===== src/rtl/fp_window_buffer_pkg.sv =====
// fp_window_buffer_pkg
//   Shared types and helpers for the window buffer slice.
//   - fsm_state_t : FILL (upper rows of a frame still being buffered) / STREAM
//   - on_grid()   : true when a position lies on or after its origin and
//                   falls on the stride grid that starts at that origin
package fp_window_buffer_pkg;

  typedef enum logic {
    FILL   = 1'b0,
    STREAM = 1'b1
  } fsm_state_t;

  function automatic logic on_grid(input int unsigned pos,
                                   input int unsigned origin,
                                   input int unsigned step);
    return (pos >= origin) && (((pos - origin) % step) == 0);
  endfunction

endpackage


===== src/rtl/fp_line_delay.sv =====
// fp_line_delay
//   Fixed-depth pixel delay line. Each enabled cycle shifts one pixel in;
//   dout is the pixel that entered DEPTH enables earlier, which is the
//   pixel one image row above when DEPTH equals the image width.
//   Storage is never cleared: consumers only look at it once it has been
//   refilled with valid data.
//   Ports:
//     clk  in   clock
//     en   in   shift enable (pixel accepted)
//     din  in   WIDTH-bit pixel entering the line
//     dout out  WIDTH-bit pixel leaving the line
module fp_line_delay #(
  parameter int WIDTH = 24,
  parameter int DEPTH = 16
) (
  input  logic             clk,
  input  logic             en,
  input  logic [WIDTH-1:0] din,
  output logic [WIDTH-1:0] dout
);

  logic [WIDTH-1:0] mem [DEPTH];

  always_ff @(posedge clk) begin
    if (en) begin
      mem[0] <= din;
      for (int k = 1; k < DEPTH; k++) begin
        mem[k] <= mem[k-1];
      end
    end
  end

  assign dout = mem[DEPTH-1];

endmodule


===== src/rtl/fp_window_buffer.sv =====
// fp_window_buffer
//   Raster-order pixel stream in, WIN_H x WIN_W x D windows out on a stride
//   grid, feeding the first conv layer's processing element.
//   Ports:
//     clk        in   clock
//     rst        in   synchronous active-high reset
//     in_valid   in   pixel present
//     in_ready   out  stage accepts pixel (low during reset or while a
//                     window is held for the consumer)
//     in_pixel   in   D samples, channel d at [d*DATA_WIDTH +: DATA_WIDTH]
//     out_valid  out  window present (PE in_en)
//     out_ready  in   consumer takes window
//     data_out   out  flattened window, element (i,j,d) at
//                     [((i*WIN_W+j)*D+d)*DATA_WIDTH +: DATA_WIDTH]
//     win_row    out  image row of window top-left
//     win_col    out  image col of window top-left
//     frame_done out  one-cycle pulse after the last pixel of a frame
module fp_window_buffer
  import fp_window_buffer_pkg::*;
#(
  parameter  int D          = 3,
  parameter  int DATA_WIDTH = 8,
  parameter  int IMG_H      = 16,
  parameter  int IMG_W      = 16,
  parameter  int WIN_H      = 4,
  parameter  int WIN_W      = 4,
  parameter  int STEP_H     = 2,
  parameter  int STEP_W     = 2,
  localparam int PIXEL_BITS  = D * DATA_WIDTH,
  localparam int WINDOW_BITS = WIN_H * WIN_W * PIXEL_BITS,
  localparam int ROW_CW      = $clog2(IMG_H),
  localparam int COL_CW      = $clog2(IMG_W)
) (
  input  logic                   clk,
  input  logic                   rst,
  input  logic                   in_valid,
  output logic                   in_ready,
  input  logic [PIXEL_BITS-1:0]  in_pixel,
  output logic                   out_valid,
  input  logic                   out_ready,
  output logic [WINDOW_BITS-1:0] data_out,
  output logic [ROW_CW-1:0]      win_row,
  output logic [COL_CW-1:0]      win_col,
  output logic                   frame_done
);

  fsm_state_t state, state_nxt;
  logic [ROW_CW-1:0] row_cnt;
  logic [COL_CW-1:0] col_cnt;
  logic accept, last_col, frame_end, row_live;

  logic [PIXEL_BITS-1:0] tap [WIN_H];
  logic [PIXEL_BITS-1:0] sr  [WIN_H][WIN_W];
  logic [PIXEL_BITS-1:0] nxt [WIN_H][WIN_W];

  logic                   vld_p0;
  logic [WINDOW_BITS-1:0] win_p0;

  logic                   vld_p1;
  logic                   done_p1;
  logic [WINDOW_BITS-1:0] win_p1;
  logic [ROW_CW-1:0]      row_p1;
  logic [COL_CW-1:0]      col_p1;

  // No skid buffer: a held window blocks input; rst blocks it immediately.
  assign in_ready  = ~rst & (~vld_p1 | out_ready);
  assign accept    = in_valid & in_ready;
  assign last_col  = (col_cnt == COL_CW'(IMG_W - 1));
  assign frame_end = last_col & (row_cnt == ROW_CW'(IMG_H - 1));

  // tap[k] is the pixel k rows above the incoming one, same column.
  assign tap[0] = in_pixel;

  for (genvar k = 0; k < WIN_H - 1; k++) begin : g_line
    fp_line_delay #(
      .WIDTH(PIXEL_BITS),
      .DEPTH(IMG_W)
    ) u_line (
      .clk (clk),
      .en  (accept),
      .din (tap[k]),
      .dout(tap[k+1])
    );
  end

  // Window contents once the current pixel is shifted in: every row moves
  // one column left and takes its tap in the rightmost column. The top
  // window row is the oldest tap.
  always_comb begin
    win_p0 = '0;
    for (int i = 0; i < WIN_H; i++) begin
      for (int j = 0; j < WIN_W - 1; j++) begin
        nxt[i][j] = sr[i][j+1];
      end
      nxt[i][WIN_W-1] = tap[WIN_H-1-i];
      for (int j = 0; j < WIN_W; j++) begin
        win_p0[(i*WIN_W + j)*PIXEL_BITS +: PIXEL_BITS] = nxt[i][j];
      end
    end
  end

  always_ff @(posedge clk) begin
    if (accept) begin
      sr <= nxt;
    end
  end

  // Row gating by the FSM keeps the first WIN_H-1 rows of every frame,
  // whose line taps still hold the previous frame, from triggering; the
  // column guard keeps windows from spanning two image rows.
  assign row_live = (state == STREAM) | (row_cnt == ROW_CW'(WIN_H - 1));
  assign vld_p0   = accept & row_live
                  & on_grid(32'(row_cnt), WIN_H - 1, STEP_H)
                  & on_grid(32'(col_cnt), WIN_W - 1, STEP_W);

  always_comb begin
    state_nxt = state;
    case (state)
      FILL:    if (accept && row_cnt == ROW_CW'(WIN_H - 1) && !frame_end) state_nxt = STREAM;
      STREAM:  if (accept && frame_end) state_nxt = FILL;
      default: state_nxt = FILL;
    endcase
  end

  always_ff @(posedge clk) begin
    if (rst) begin
      state   <= FILL;
      row_cnt <= '0;
      col_cnt <= '0;
    end else begin
      state <= state_nxt;
      if (accept) begin
        if (last_col) begin
          col_cnt <= '0;
          row_cnt <= frame_end ? '0 : row_cnt + 1'b1;
        end else begin
          col_cnt <= col_cnt + 1'b1;
        end
      end
    end
  end

  // ---- stage p0 -> p1: output register, held until the consumer takes it ----
  always_ff @(posedge clk) begin
    if (rst) begin
      vld_p1  <= 1'b0;
      done_p1 <= 1'b0;
      win_p1  <= '0;
      row_p1  <= '0;
      col_p1  <= '0;
    end else begin
      done_p1 <= accept & frame_end;
      if (vld_p0) begin
        vld_p1 <= 1'b1;
        win_p1 <= win_p0;
        row_p1 <= row_cnt - ROW_CW'(WIN_H - 1);
        col_p1 <= col_cnt - COL_CW'(WIN_W - 1);
      end else if (out_ready) begin
        vld_p1 <= 1'b0;
      end
    end
  end

  assign out_valid  = vld_p1;
  assign data_out   = win_p1;
  assign win_row    = row_p1;
  assign win_col    = col_p1;
  assign frame_done = done_p1;

endmodule

===== config.mk =====
export PLATFORM = sky130hd
export DESIGN_NAME = fp_window_buffer
export DESIGN_NICKNAME = d
export VERILOG_FILES = /design/src/rtl/fp_window_buffer_pkg.sv /design/src/rtl/fp_line_delay.sv /design/src/rtl/fp_window_buffer.sv
export SDC_FILE = /design/constraint.sdc
export NUM_CORES = 2
export LEC_CHECK = 0
export CAP_MARGIN = 20
export CORE_MARGIN = 4
export CORE_UTILIZATION = 60
export DETAILED_ROUTE_END_ITERATION = 16
export PLACE_DENSITY_LB_ADDON = 0.25
export SLEW_MARGIN = 20
export SYNTH_ARGS = -nofsm -noshare
export SYNTH_HDL_FRONTEND = slang
export SYNTH_SLANG_ARGS = --single-unit

===== constraint.sdc =====
create_clock -name clk -period 73.4 [get_ports clk]
set_clock_uncertainty 0.1 [all_clocks]
set_input_delay 7.34 -clock clk [delete_from_list [all_inputs] [get_ports clk]]
set_output_delay 7.34 -clock clk [all_outputs]
set_load 0.02 [all_outputs]

==> metrics <==
status=completed; routed vias=22788; htree depth=4; starting density of the core=0.604; area post-placement=59300 um^2; worst-margin pin slew=1.11 ns; Mapped Area=around 54000 um^2; minimum clock period=roughly 16 ns; clk buf depth=3; crit end category=output port; DRT Wirelength=roughly 93000 um; Final Hold Vio Count=0; final slew viol count=0; Std-Cell Rows=110; Hold-fix buffers, CTS=0; post-synthesis sequential area ratio=0.824; Core Region=approximately 90000 um^2; Synthesis Warnings=0; Comb power frac=0.011; worst r2r path cells=7; reg2reg end=g_line[0].u_line.mem[1][176]; Root Driver=clkbuf_16; Post CTS Setup Buffer Count=0; Peak VDD IR=approximately 0.023 mV; final std cells w/o fill=4390; CP Launch Type=input pin; r2r setup slk=68.19 ns; post-detail-place hpwl=between 50000 and 60000 um; GRT busiest layer=met2; CTS tree=done; port bufs=between 400 and 500; dpl cells=approximately 4100; clock share of power=0.425; Die Width=about 310 um; clock sink total=~1600; most area-hungry cell type in the Yosys netlist=edfxtp_1; Final WS setup=between 50 and 60 ns; GRT Util Overall=0.194; post_cts resized=0; count leader, synth=edfxtp_1; Int Power=approximately 1500 uW; Detailed Routing Iterations Pass 1=5; Hold Crit Class=reg2reg; drc violations=0; largest net degree at the start of global routing=213; Worst Setup SP=out_ready; antenna viol nets, final=0; WP data arrival=8.61 ns; drt via density=roughly 5.2; Main synth FF type=edfxtp_1; die area=~96000 um^2; nets=3110; Max FO, Critical Path=3; initial antenna violation count=1; P&R area growth vs syn=18.2%; first-pass GRT wire length=roughly 140000 um; Post-synth top cells=edfxtp_1 (1224), dfxtp_1 (403), nor2b_1 (374), mux2_4 (359), clkbuf_1 (47); power per cell area=28.3 nW/um^2; Die Y=309 um; vias in the first global route=between 20000 and 25000; EDFF count, synth=roughly 1200; Cells after Synth=2575; FMAX=just over 60 MHz; share of post-route cells with drive strength above 1=0.197; grt met3 use=0.0546; fin crit share=0.219; Lkg Pwr=~0.023 uW; Seq cells post-synth=around 1600; Detailed Route Iter0 Violations=~1900; Post-Place Setup Slack=about 57 ns; asr flop ratio synth=0; Worst Path Required=approximately 66 ns; syn_nets=2605; M2 GR Usage=0.322; sw frac=0.193; CTS buffer count=roughly 160; r2r startpoint=out_valid; IO Pins=approximately 420; Flop pwr share=0.564; Synth top area share=0.676; GR Util met1=0.253; synth top area cells=edfxtp_1 (68%), dfxtp_1 (15%), mux2_4 (9.9%); total gr overflow=0; crit path to=in_ready; post-route cell area=between 60000 and 70000 um^2; worst skew pair latency=between 0.7 and 0.8 ns; clock slew at reported path FFs=approximately 0.060 ns; routed len/inst=about 21 um; relative slew slack=0.261; Routability Congestion=slightly below 0.8; Setup Crit Path Kind=in2out; Synth cell types=37; RSZ-0062 raised after global routing=false; switching power=~350 uW; endpoints failing setup=0; setup_tns=0 ns; MaxCap Viol Count=0; mean area per synthesized cell=21.1 um^2
worst max-delay path, stage by stage:
cell	delay [ns]
clkdlybuf4s50_1	0.41
nor2b_1	0.23
nor2_1	0.06
clkdlybuf4s50_1	0.57
area by class of cell:
class	count	area [um^2]
inverter	2	23.8
clock inverter	66	539
timing repair buffer	444	4450
sequential	1627	44800
antenna	1	2.50
fill	5305	25700
clock buffer	225	4470
multi-input combinational	849	8530
tap	1176	1470
flip-flops by register name (all words and copies together), names as in the netlist:
name and cells:
g_line.u_line.mem 950, nxt 274, win_row 4, frame_done 1, win_col 4, state 1, row_cnt 4, data_out 384
col_cnt 4, out_valid 1
power by group through the flow:
| stage | combinational (uW) | clock (uW) | sequential, uW |
|---|---|---|---|
| floorplan | 13.2 | 0 | 1090 |
| global placement | 19.9 | 0 | 1050 |
| detailed placement | 20.6 | 0 | 1050 |
| CTS | 20.4 | 793 | 1030 |
| global route | 22.2 | 834 | 1030 |
| finish | 20.3 | 773 | 1030 |
worst min-delay path by stage:
stage | start | to | slack (ns) | cells after the start
floorplan | g_line[0].u_line.mem[0][76] | g_line[0].u_line.mem[0][100] | 0.30 | 0
global placement | g_line[1].u_line.mem[1][41] | g_line[1].u_line.mem[2][17] | 0.30 | 0
detailed placement | g_line[0].u_line.mem[0][160] | g_line[0].u_line.mem[0][184] | 0.30 | 0
CTS | g_line[0].u_line.mem[0][100] | g_line[0].u_line.mem[0][124] | 0.31 | 0
global route | g_line[2].u_line.mem[0][176] | g_line[2].u_line.mem[1][8] | 0.32 | 0
finish | g_line[2].u_line.mem[1][51] | g_line[2].u_line.mem[1][75] | 0.31 | 0
routing by layer:
layer	routed length, um	up-vias
met2	46700	590
met3	5760	155
met5	0	-
li1	-	10557
met4	2070	0
met1	38700	11486
per-stage QoR:
| stage | hold slack [ns] | utilization | total power, uW |
|---|---|---|---|
| finish | 0.309 | 0.714 | 1820 |
| global route | 0.317 | 0.714 | 1890 |
| CTS | 0.310 | 0.714 | 1840 |
| detailed placement | 0.305 | 0.658 | 1070 |
| global placement | 0.300 | 0.658 | 1070 |
| floorplan | 0.300 | - | 1100 |
logic make-up (layout without fill, tap and decap cells):
group	after synthesis	count (layout)	synth area share
other	0	1	0
and+or+nand+nor	415	415	0.0478
AOI/OAI and AO/OA	51	51	0.00515
buffers and inverters	99	737	0.0194
DFF	1627	1627	0.824
muxes	375	375	0.102
xor gates and xnor gates	6	6	0.000966
adders and majority gates	2	2	0.000460
cells in the final DEF (no fill, tap or decap), types with 17 or more instances in the layout:
cell type / n
nand3_1: 19
edfxtp_1: 1224
buf_4: 17
nor2b_1: 374
dfxtp_1: 403
clkdlybuf4s50_1: 421
a21oi_1: 25
mux2_4: 359
clkbuf_1: 46
clkinv_2: 29
clkbuf_16: 163
No activity file was read; power rests on OpenSTA's default activity.
